--- config.mk ---
export PLATFORM = sky130hd
export DESIGN_NAME = step_ctrl
export DESIGN_NICKNAME = d
export VERILOG_FILES = /design/src/rtl/step_ctrl.sv
export SDC_FILE = /design/constraint.sdc
export NUM_CORES = 1
export LEC_CHECK = 0
export CAP_MARGIN = 10
export CORE_UTILIZATION = 25
export CTS_BUF_LIST = sky130_fd_sc_hd__clkbuf_4
export DETAILED_ROUTE_END_ITERATION = 12
export GPL_TIMING_DRIVEN = 1
export SLEW_MARGIN = 5
export SYNTH_ARGS = -nofsm -noshare
export SYNTH_HDL_FRONTEND = slang
export SYNTH_SLANG_ARGS = --single-unit
--- constraint.sdc ---
create_clock -name SC_clk -period 2 [get_ports SC_clk]
set_input_delay 0.2 -clock SC_clk [delete_from_list [all_inputs] [get_ports SC_clk]]
set_output_delay 0.2 -clock SC_clk [all_outputs]
set_load 0.01 [all_outputs]
--- src/rtl/step_ctrl.sv ---
// Button-driven CPU clock controller: single-step, free-run and PC-load ticks.
// Define STEP_CTRL_HALT_EN to stop ticking when the CPU raises its exception flag.
module step_ctrl #(
    parameter int DEB_W   = 16,
    parameter int HI_CYC  = 4,
    parameter int RUN_DIV = 25000000
) (
    input  logic        SC_clk,
    input  logic        SC_rst,
    input  logic        SC_btn_step,
    input  logic        SC_btn_run,
    input  logic        SC_btn_load,
    input  logic [7:0]  SC_pc_sw,
    input  logic        SC_halt,
    output logic        SC_cpu_clk,
    output logic        SC_cpu_load,
    output logic [7:0]  SC_cpu_pc,
    output logic [2:0]  SC_state,
    output logic [15:0] SC_tick_cnt
);

    localparam int PH_W = (2 * HI_CYC > 1) ? $clog2(2 * HI_CYC) : 1;
    localparam int PS_W = (RUN_DIV > 1) ? $clog2(RUN_DIV) : 1;
    localparam logic [PH_W-1:0] PH_LAST = PH_W'(2 * HI_CYC - 1);
    localparam logic [PH_W-1:0] PH_HI   = PH_W'(HI_CYC);
    localparam logic [PS_W-1:0] PS_LAST = PS_W'(RUN_DIV - 1);
    localparam int B_STEP = 0;
    localparam int B_RUN  = 1;
    localparam int B_LOAD = 2;

`ifdef STEP_CTRL_HALT_EN
    localparam bit HALT_EN = 1'b1;
`else
    localparam bit HALT_EN = 1'b0;
`endif

    typedef enum logic [2:0] {
        S_IDLE = 3'd0,
        S_STEP = 3'd1,
        S_RUN  = 3'd2,
        S_HALT = 3'd3,
        S_LOAD = 3'd4
    } state_t;

    logic [2:0]       sync1_q, sync2_q;
    logic [2:0]       lvl_q, lvl_d, lvl_dly_q;
    logic [2:0]       press_q, press_d;
    logic [DEB_W-1:0] cnt_q [3];
    logic [DEB_W-1:0] cnt_d [3];

    state_t           state_q, state_d;
    logic [7:0]       pc_q, pc_d;
    logic             load_q, load_d;
    logic             stop_q, stop_d;
    logic [PS_W-1:0]  psc_q, psc_d;
    logic             busy_q, busy_d;
    logic [PH_W-1:0]  ph_q, ph_d, ph_nx;
    logic             clk_q, clk_d;
    logic [15:0]      tcnt_q, tcnt_d;
    logic             launch, tick_done, halt_hit;

    // Debounce counts only while the synced input disagrees with the settled level.
    always_comb begin
        lvl_d = lvl_q;
        for (int i = 0; i < 3; i++) begin
            cnt_d[i] = '0;
            if (sync2_q[i] != lvl_q[i]) begin
                if (&cnt_q[i]) lvl_d[i] = sync2_q[i];
                else           cnt_d[i] = cnt_q[i] + 1'b1;
            end
        end
        press_d = lvl_q & ~lvl_dly_q;
    end

    always_ff @(posedge SC_clk) begin
        if (SC_rst) begin
            sync1_q   <= '0;
            sync2_q   <= '0;
            lvl_q     <= '0;
            lvl_dly_q <= '0;
            press_q   <= '0;
            for (int i = 0; i < 3; i++) cnt_q[i] <= '0;
        end else begin
            sync1_q   <= {SC_btn_load, SC_btn_run, SC_btn_step};
            sync2_q   <= sync1_q;
            lvl_q     <= lvl_d;
            lvl_dly_q <= lvl_q;
            press_q   <= press_d;
            for (int i = 0; i < 3; i++) cnt_q[i] <= cnt_d[i];
        end
    end

    assign tick_done = busy_q && (ph_q == PH_LAST);
    assign halt_hit  = HALT_EN && SC_halt;

    always_comb begin
        state_d = state_q;
        pc_d    = pc_q;
        load_d  = load_q;
        stop_d  = stop_q;
        psc_d   = '0;
        launch  = 1'b0;
        case (state_q)
            S_IDLE: begin
                stop_d = 1'b0;
                if (press_q[B_LOAD]) begin
                    pc_d    = SC_pc_sw;
                    load_d  = 1'b1;
                    state_d = S_LOAD;
                end else if (press_q[B_STEP]) begin
                    state_d = S_STEP;
                end else if (press_q[B_RUN]) begin
                    state_d = S_RUN;
                end
            end
            S_STEP: begin
                if (!busy_q) launch = 1'b1;
                else if (tick_done) state_d = halt_hit ? S_HALT : S_IDLE;
            end
            S_RUN: begin
                psc_d = (psc_q == PS_LAST) ? '0 : psc_q + 1'b1;
                if (press_q[B_RUN]) stop_d = 1'b1;
                // A stop request also blocks a tick that would launch in the same cycle.
                if (tick_done && halt_hit) begin
                    state_d = S_HALT;
                    stop_d  = 1'b0;
                    psc_d   = '0;
                end else if ((stop_q || press_q[B_RUN]) && (tick_done || !busy_q)) begin
                    state_d = S_IDLE;
                    stop_d  = 1'b0;
                    psc_d   = '0;
                end else if ((psc_q == '0) && (tick_done || !busy_q)) begin
                    launch = 1'b1;
                end
            end
            S_HALT: begin
                if (press_q[B_LOAD]) begin
                    pc_d    = SC_pc_sw;
                    load_d  = 1'b1;
                    state_d = S_LOAD;
                end
            end
            S_LOAD: begin
                if (!busy_q) begin
                    launch = 1'b1;
                end else if (tick_done) begin
                    load_d  = 1'b0;
                    state_d = S_IDLE;
                end
            end
            default: begin
                load_d  = 1'b0;
                state_d = S_IDLE;
            end
        endcase
    end

    // Tick engine: ph_q indexes the cycle within the tick; the first HI_CYC are high.
    always_comb begin
        busy_d = busy_q;
        ph_d   = ph_q;
        clk_d  = clk_q;
        tcnt_d = tcnt_q;
        ph_nx  = ph_q + 1'b1;
        if (launch) begin
            busy_d = 1'b1;
            ph_d   = '0;
            clk_d  = 1'b1;
            tcnt_d = tcnt_q + 16'd1;
        end else if (busy_q) begin
            if (tick_done) begin
                busy_d = 1'b0;
                ph_d   = '0;
                clk_d  = 1'b0;
            end else begin
                ph_d  = ph_nx;
                clk_d = (ph_nx < PH_HI);
            end
        end
    end

    always_ff @(posedge SC_clk) begin
        if (SC_rst) begin
            state_q <= S_IDLE;
            pc_q    <= '0;
            load_q  <= 1'b0;
            stop_q  <= 1'b0;
            psc_q   <= '0;
            busy_q  <= 1'b0;
            ph_q    <= '0;
            clk_q   <= 1'b0;
            tcnt_q  <= '0;
        end else begin
            state_q <= state_d;
            pc_q    <= pc_d;
            load_q  <= load_d;
            stop_q  <= stop_d;
            psc_q   <= psc_d;
            busy_q  <= busy_d;
            ph_q    <= ph_d;
            clk_q   <= clk_d;
            tcnt_q  <= tcnt_d;
        end
    end

    assign SC_cpu_clk  = clk_q;
    assign SC_cpu_load = load_q;
    assign SC_cpu_pc   = pc_q;
    assign SC_state    = state_q;
    assign SC_tick_cnt = tcnt_q;

endmodule

==> results_dict.tcl, run 1 <==
set metrics [dict create \
    pre_cts_ws_ps -133.2 \
    switchingPower_w 0.0009946 \
    power_w 0.004074 \
    powerDensity_nw_per_um2 619.4 \
    hold_buffers 0 \
    fin_skew_ps 17.04 \
    max_cap_viol_count 0 \
    setup_tns_ps -0.2196 \
    portBuffers 41 \
    synth_fp_nets 597 \
    period_minus_slack_ps 2000 \
    via_per_inst 4.421 \
    critPathSlowestCell "or4b_1" \
    die_width_um 145.7 \
    worst-path-buf-inv 0 \
    drtAntennaViolNets 0 \
    cts_tree "built" \
    dr.pass1.iters 5 \
    grt_max_degree 37 \
    ys_ff_latch 122 \
    cts_max_level 4 \
    slew_viol_final 0 \
    clock-sinks 122 \
    vdd_ir_drop_max_v 0.0002424 \
    path_clk_slew_ps 110 \
    dr_total_vias 4187 \
    io_pins 43 \
    post-route-period-util_pct 100.0 \
    setup_ws_ps -0.2196 \
    clock_path_buffers 2 \
    cp-end-kind "register" \
    path_cells "or4_4, nor2_4, a31oi_4, or4b_1, a21oi_1" \
    slew_headroom_pct 61.23 \
    comb_power_share_pct 1.6 \
    synth_flop_cell "dfxtp_1" \
    drt_wl_total_um 10500 \
    cp.required_ps 2450 \
    clockRootBuffer "clkbuf_4" \
    critical-path-max-stage-delay_ps 550 \
    overflow 0 \
    worst_hold_path_type "primary input to register" \
    dieArea_um2 21220 \
    grt_pass1_wl_um 18460 \
    fmax_mhz 499.9 \
    critPathKind "register to register" \
    grt.total_usage_pct 10.63 \
    synth_area_per_cell_um2 8.974 \
    coreArea_um2 20230 \
    ys_warn_count 0 \
    dpl.hpwl_um 7029 \
    cp_max_fo 6 \
    syn-instance-count 575 \
    n_antenna_cell 0 \
    start_util_pct 25.50 \
    layout-drive-gt1-share_pct 15.07 \
    area_delta_synth_final_pct 27.45 \
    status "complete, but fails checks" \
    rsz0062_at_grt "true" \
    finalSetupViolations 1 \
    p_int_w 0.003079 \
    num_rows 52 \
    seq_power_share_pct 59.9 \
    route.detailed.drc 0 \
    p_leak_nw 2.305 \
    drtIter0Drc 152 \
    synth-seq-area-share_pct 47.33 \
    grt_antenna_before_repair 0 \
    ys_types 42 \
    numCtsBuffers 17 \
    cp_top_family "simple AND/OR/NAND/NOR gates" \
    cp.arrival_ps 2450 \
    cp-start-kind "register" \
    dp.cells 911 \
    synth_edf_count 0 \
    synthArstFlopShare_pct 0 \
    hold_viol 0 \
    worstMarginPinSlew_ps 578.4 \
    grt_pass1_vias 3999 \
    finalNonFillerCells 947 \
    place.gp.congestion 0.7429 \
    clk_latency_ps 520 \
    violations "setup timing" \
    swShare_pct 24.42 \
    post_drt_wl_per_cell_um 11.09 \
    dieHeight_um 145.7 \
    whs_ps 54.02 \
    syn_area_um2 5160 \
    pwr-share-clk_pct 38.5 \
    nNetsFinal 686 \
]
cell usage in the layout (no fill, tap or decap), types with 3 or more instances in the layout:
cell type / synthesis / final
dfxtp_1: 122 / 121
nor2_1: 98 / 97
xor2_1: 50 / 50
buf_4: 0 / 44
clkdlybuf4s50_1: 0 / 39
nand3_1: 34 / 34
nand2_1: 32 / 32
a21oi_1: 24 / 22
nand4_1: 22 / 22
xnor2_1: 19 / 19
and3_1: 19 / 18
clkbuf_4: 0 / 17
nor2b_1: 15 / 15
inv_1: 13 / 13
mux2i_1: 12 / 12
o21ai_0: 9 / 8
or4_1: 9 / 8
and4_1: 9 / 8
ha_1: 8 / 8
and2_1: 7 / 7
o31ai_1: 7 / 6
nor3_1: 7 / 6
or3_1: 6 / 5
clkinvlp_4: 0 / 5
nor3b_1: 4 / 4
nand2b_1: 4 / 4
clkinv_4: 0 / 4
nor4_1: 4 / 3
cell families after synthesis:
logic type	count (synthesis)	share of synthesized area [%]
muxes	13	2.546
adders and majority gates	8	1.940
DFF	122	47.33
buffers and inverters	34	2.691
and+or+nand+nor	278	27.59
AOI/OAI and AO/OA	51	6.183
xor gates and xnor gates	69	11.71
worst paths after layout:
kind / startpoint / end / slack (ps) / cells past startpoint
max reg2reg: psc_q[23]$_SDFF_PP0_ / SC_tick_cnt[10]$_SDFFE_PP0P_ / -0.2 / 5
min: SC_rst / lvl_q[0]$_SDFFE_PP0P_ / 50 / 2
min reg2reg: lvl_dly_q[1]$_SDFF_PP0_ / press_q[1]$_SDFF_PP0_ / 390 / 1
max: psc_q[23]$_SDFF_PP0_ / SC_tick_cnt[10]$_SDFFE_PP0P_ / -0.2 / 5
flip-flops by register name, summed over array words and instances (netlist names):
signal / cells
SC_cpu_clk: 1
sync1_q: 3
press_q: 3
sync2_q: 3
lvl_dly_q: 3
cnt_q: 48
SC_cpu_load: 1
busy_q: 1
lvl_q: 3
SC_state: 3
SC_cpu_pc: 8
ph_q: 3
psc_q: 25
SC_tick_cnt: 16
stop_q: 1
worst reg2reg max path, stage by stage, from the launching register on:
cell     delay (ps)
dfxtp_1         320
or4_4           540
nor2_4          210
a31oi_4         180
or4b_1          550
a21oi_1         130
synth_stat cells, types with 6 or more instances:
master	instances	area share, %
a21oi_1	24	2.3
nor2_1	98	7.1
and2_1	7	0.85
xnor2_1	19	3.2
o21ai_0	9	0.87
inv_1	13	0.95
dfxtp_1	122	47
or3_1	6	0.73
nand3_1	34	3.3
nand4_1	22	2.7
and4_1	9	1.5
nor2b_1	15	1.8
mux2i_1	12	2.3
o31ai_1	7	1.0
or4_1	9	1.3
xor2_1	50	8.5
and3_1	19	2.3
nor3_1	7	0.68
nand2_1	32	2.3
ha_1	8	1.9
clkbuf_1	17	1.2
power by group through the flow:
stage	Sequential, W	Combinational (W)	Clock (W)
after floorplan	0.00249	0.0000282	0
after global placement	0.00250	0.0000649	0
after detailed placement	0.00250	0.0000657	0
after CTS	0.00244	0.0000661	0.00165
after global routing	0.00244	0.0000717	0.00177
final	0.00244	0.0000645	0.00157
timing repair:
action,CTS,global route
pin swaps,6,5
endpoints found under the setup margin,18,32
buffers inserted,2,0
gates resized for setup,6,17
cloned,2,0
per-layer routing:
metal | track usage, % | routed length, µm
met1 | 13.64 | 5177
met4 | 4.474 | 143
met2 | 16.32 | 4799
met5 | 0 | 0
met3 | 3.448 | 380
layout make-up:
| class | instances | area, µm² |
|---|---|---|
| clock buffers | 17 | 127.6 |
| clock inverters | 15 | 128.9 |
| fillers | 2115 | 13660 |
| inverters | 13 | 48.80 |
| multi-input cells | 421 | 2689 |
| flip-flops and latches | 122 | 2444 |
| well taps | 270 | 337.8 |
| repair buffers | 89 | 800.8 |
per-stage QoR:
step           util (%)  area (µm²)
6_report          32.50        6576
5_1_grt           32.50        6576
4_1_cts           32.19        6513
3_5_place_dp      30.59        6190
3_3_place_gp      30.59        6190
2_1_floorplan         -        5167
No activity file was read; power rests on OpenSTA's default activity.
==> run 2, diff against run 1 <==
==> constraint.sdc (replaced) <==
create_clock -name SC_clk -period 2 [get_ports SC_clk]
set_input_delay 0.2 -clock SC_clk [delete_from_list [all_inputs] [get_ports SC_clk]]
set_output_delay 0.2 -clock SC_clk [all_outputs]
set_load 0.02 [all_outputs]
==> run 2 against run 1 <==
Register-to-register slack got worse by 20 ps; sequential share of layout area fell by 0.079 points; flip-flop and latch count did not move; setup slack got worse by 19 ps; via count fell by 1.9%; global-route usage fell by 0.48 points; final cell count rose by 0.32%; the run still ends with setup timing left; clock skew fell by 3.3 ps.
==> results_dict.tcl, run 2 (same netlist as run 1, synthesis figures left out) <==
set metrics [dict create \
    top_usage_layer "met2" \
    clock-sinks 122 \
    n_antenna_cell 0 \
    portBuffers 41 \
    drt_wl_total_um 10150 \
    clock_path_buffers 2 \
    worstMarginPinSlew_ps 547.6 \
    dr.pass1.iters 4 \
    grt_max_degree 36 \
    critPathKind "register to register" \
    whs_ps 223.8 \
    route.detailed.drc 0 \
    overflow 0 \
    met3_usage_pct 3.762 \
    path_cells "or4_4, nor2_4, a31oi_4, buf_12, or4_1, a21oi_1" \
    slew_viol_final 0 \
    cp.arrival_ps 2490 \
    max_cap_viol_count 0 \
    worst_hold_path_type "primary input to register" \
    slew_headroom_pct 63.50 \
    post-route-period-util_pct 101.0 \
    fmax_mhz 495.1 \
    finalSetupViolations 5 \
    cp_max_fo 11 \
    hold_viol 0 \
    drtIter0Drc 173 \
    grt_pass1_vias 3849 \
    dpl.hpwl_um 7086 \
    path_clk_slew_ps 110 \
    powerDensity_nw_per_um2 641.6 \
    status "complete, but fails checks" \
    vdd_ir_drop_max_v 0.0003692 \
    period_minus_slack_ps 2020 \
    clk_latency_ps 530 \
    die_width_um 145.7 \
    start_util_pct 25.50 \
    cts_tree "built" \
    largest_register "cnt_q" \
    rsz0062_at_grt "true" \
    nNetsFinal 690 \
    drtAntennaViolNets 0 \
    via_per_inst 4.324 \
    cp-end-kind "register" \
    fin_skew_ps 13.72 \
    critical-path-max-stage-delay_ps 540 \
    grt_pass1_wl_um 17330 \
    post_drt_wl_per_cell_um 10.68 \
    most-common-layout-cells "dfxtp_1, nor2_1, xor2_1, buf_4, clkdlybuf4s50_1" \
    use_met1_pct 12.52 \
    clockRootBuffer "clkbuf_4" \
    violations "setup timing" \
    num_rows 52 \
    area_delta_synth_final_pct 27.98 \
    dieHeight_um 145.7 \
    dr_total_vias 4108 \
    grt.total_usage_pct 10.14 \
    grt_antenna_before_repair 0 \
    critPathSlowestCell "or4_4" \
    setup_tns_ps -52.46 \
    pre_cts_ws_ps -42.15 \
    final_common_cell "dfxtp_1" \
    p_leak_nw 2.311 \
    cts_max_level 4 \
    layout-drive-gt1-share_pct 15.74 \
    setup_ws_ps -19.69 \
    coreArea_um2 20230 \
    dieArea_um2 21220 \
    io_pins 43 \
    largest_register_ffs 48 \
    grt_util_met2_pct 16.17 \
    cp-start-kind "register" \
    cp.required_ps 2470 \
    numCtsBuffers 17 \
    place.gp.congestion 0.7377 \
    power_w 0.004237 \
    fillerInstances 2116 \
]
-- run 2: cell types whose count changed in the layout (fill, tap and decap cells not counted), sizes merged --
| cell | before | now |
|---|---|---|
| clkbuf | 17 | 19 |
| buf | 49 | 54 |
| dlygate4sd3 | 0 | 1 |
| a31oi | 5 | 3 |
| clkdlybuf4s50 | 39 | 40 |
| clkinvlp | 5 | 1 |
| bufinv | 1 | 3 |
| dlymetal6s2s | 1 | 0 |
| inv | 14 | 13 |
-- run 2: through the flow --
| step | area (µm²) | util [%] | cells |
|---|---|---|---|
| after detailed placement | 6197 | 30.63 | 911 |
| final | 6604 | 32.64 | 950 |
| after global routing | 6604 | 32.64 | 950 |
| after floorplan | 5165 | - | 575 |
| after CTS | 6530 | 32.27 | 949 |
| after global placement | 6197 | 30.63 | 911 |
-- run 2: final timing paths --
check / from / depth (start not counted) / endpoint / slack (ps)
max: psc_q[6]$_SDFF_PP0_ / 6 / SC_tick_cnt[7]$_SDFFE_PP0P_ / -20
min: SC_btn_load / 2 / sync1_q[2]$_SDFF_PP0_ / 220
max reg2reg: psc_q[6]$_SDFF_PP0_ / 6 / SC_tick_cnt[7]$_SDFFE_PP0P_ / -20
min reg2reg: lvl_dly_q[0]$_SDFF_PP0_ / 1 / press_q[0]$_SDFF_PP0_ / 390
-- run 2: per-layer routing --
layer / wire, µm / share of wire (%)
met5: 0 / 0
met4: 151 / 1.5
met3: 346 / 3.4
met2: 4519 / 45
met1: 5128 / 51
-- run 2: repair_timing --
action                     in CTS  in global routing
setup endpoints to repair      10                 17
hold buffers                    1                  0
gates resized for setup         1                 18
hold endpoints to repair        4                  0
pin swaps                       3                 18
buffers inserted                6                  1
-- run 2: layout make-up --
| cell class | count | area, µm² | area share [%] |
|---|---|---|---|
| clock inverter | 12 | 131.4 | 1.989 |
| inverter | 13 | 48.80 | 0.7389 |
| tap | 270 | 337.8 | 5.116 |
| sequential | 122 | 2449 | 37.08 |
| timing repair buffer | 95 | 850.8 | 12.88 |
| clock buffer | 19 | 142.6 | 2.160 |
| multi-input combinational | 419 | 2644 | 40.03 |
-- run 2: power breakdown --
part           total [W]  leakage [nW]  switching [W]  internal (W)
combinational  0.0000644          1.18      0.0000316     0.0000329
clock            0.00173         0.150       0.000873      0.000860
sequential       0.00244         0.986     0.00000441       0.00243
total            0.00424          2.31       0.000909       0.00333
-- run 2: critical path, delay by kind of cell (launching register included) --
family / cells / cell delay (ps)
flops: 1 / 330
simple gates: 3 / 1190
buf+inv: 1 / 170
compound gates: 2 / 290
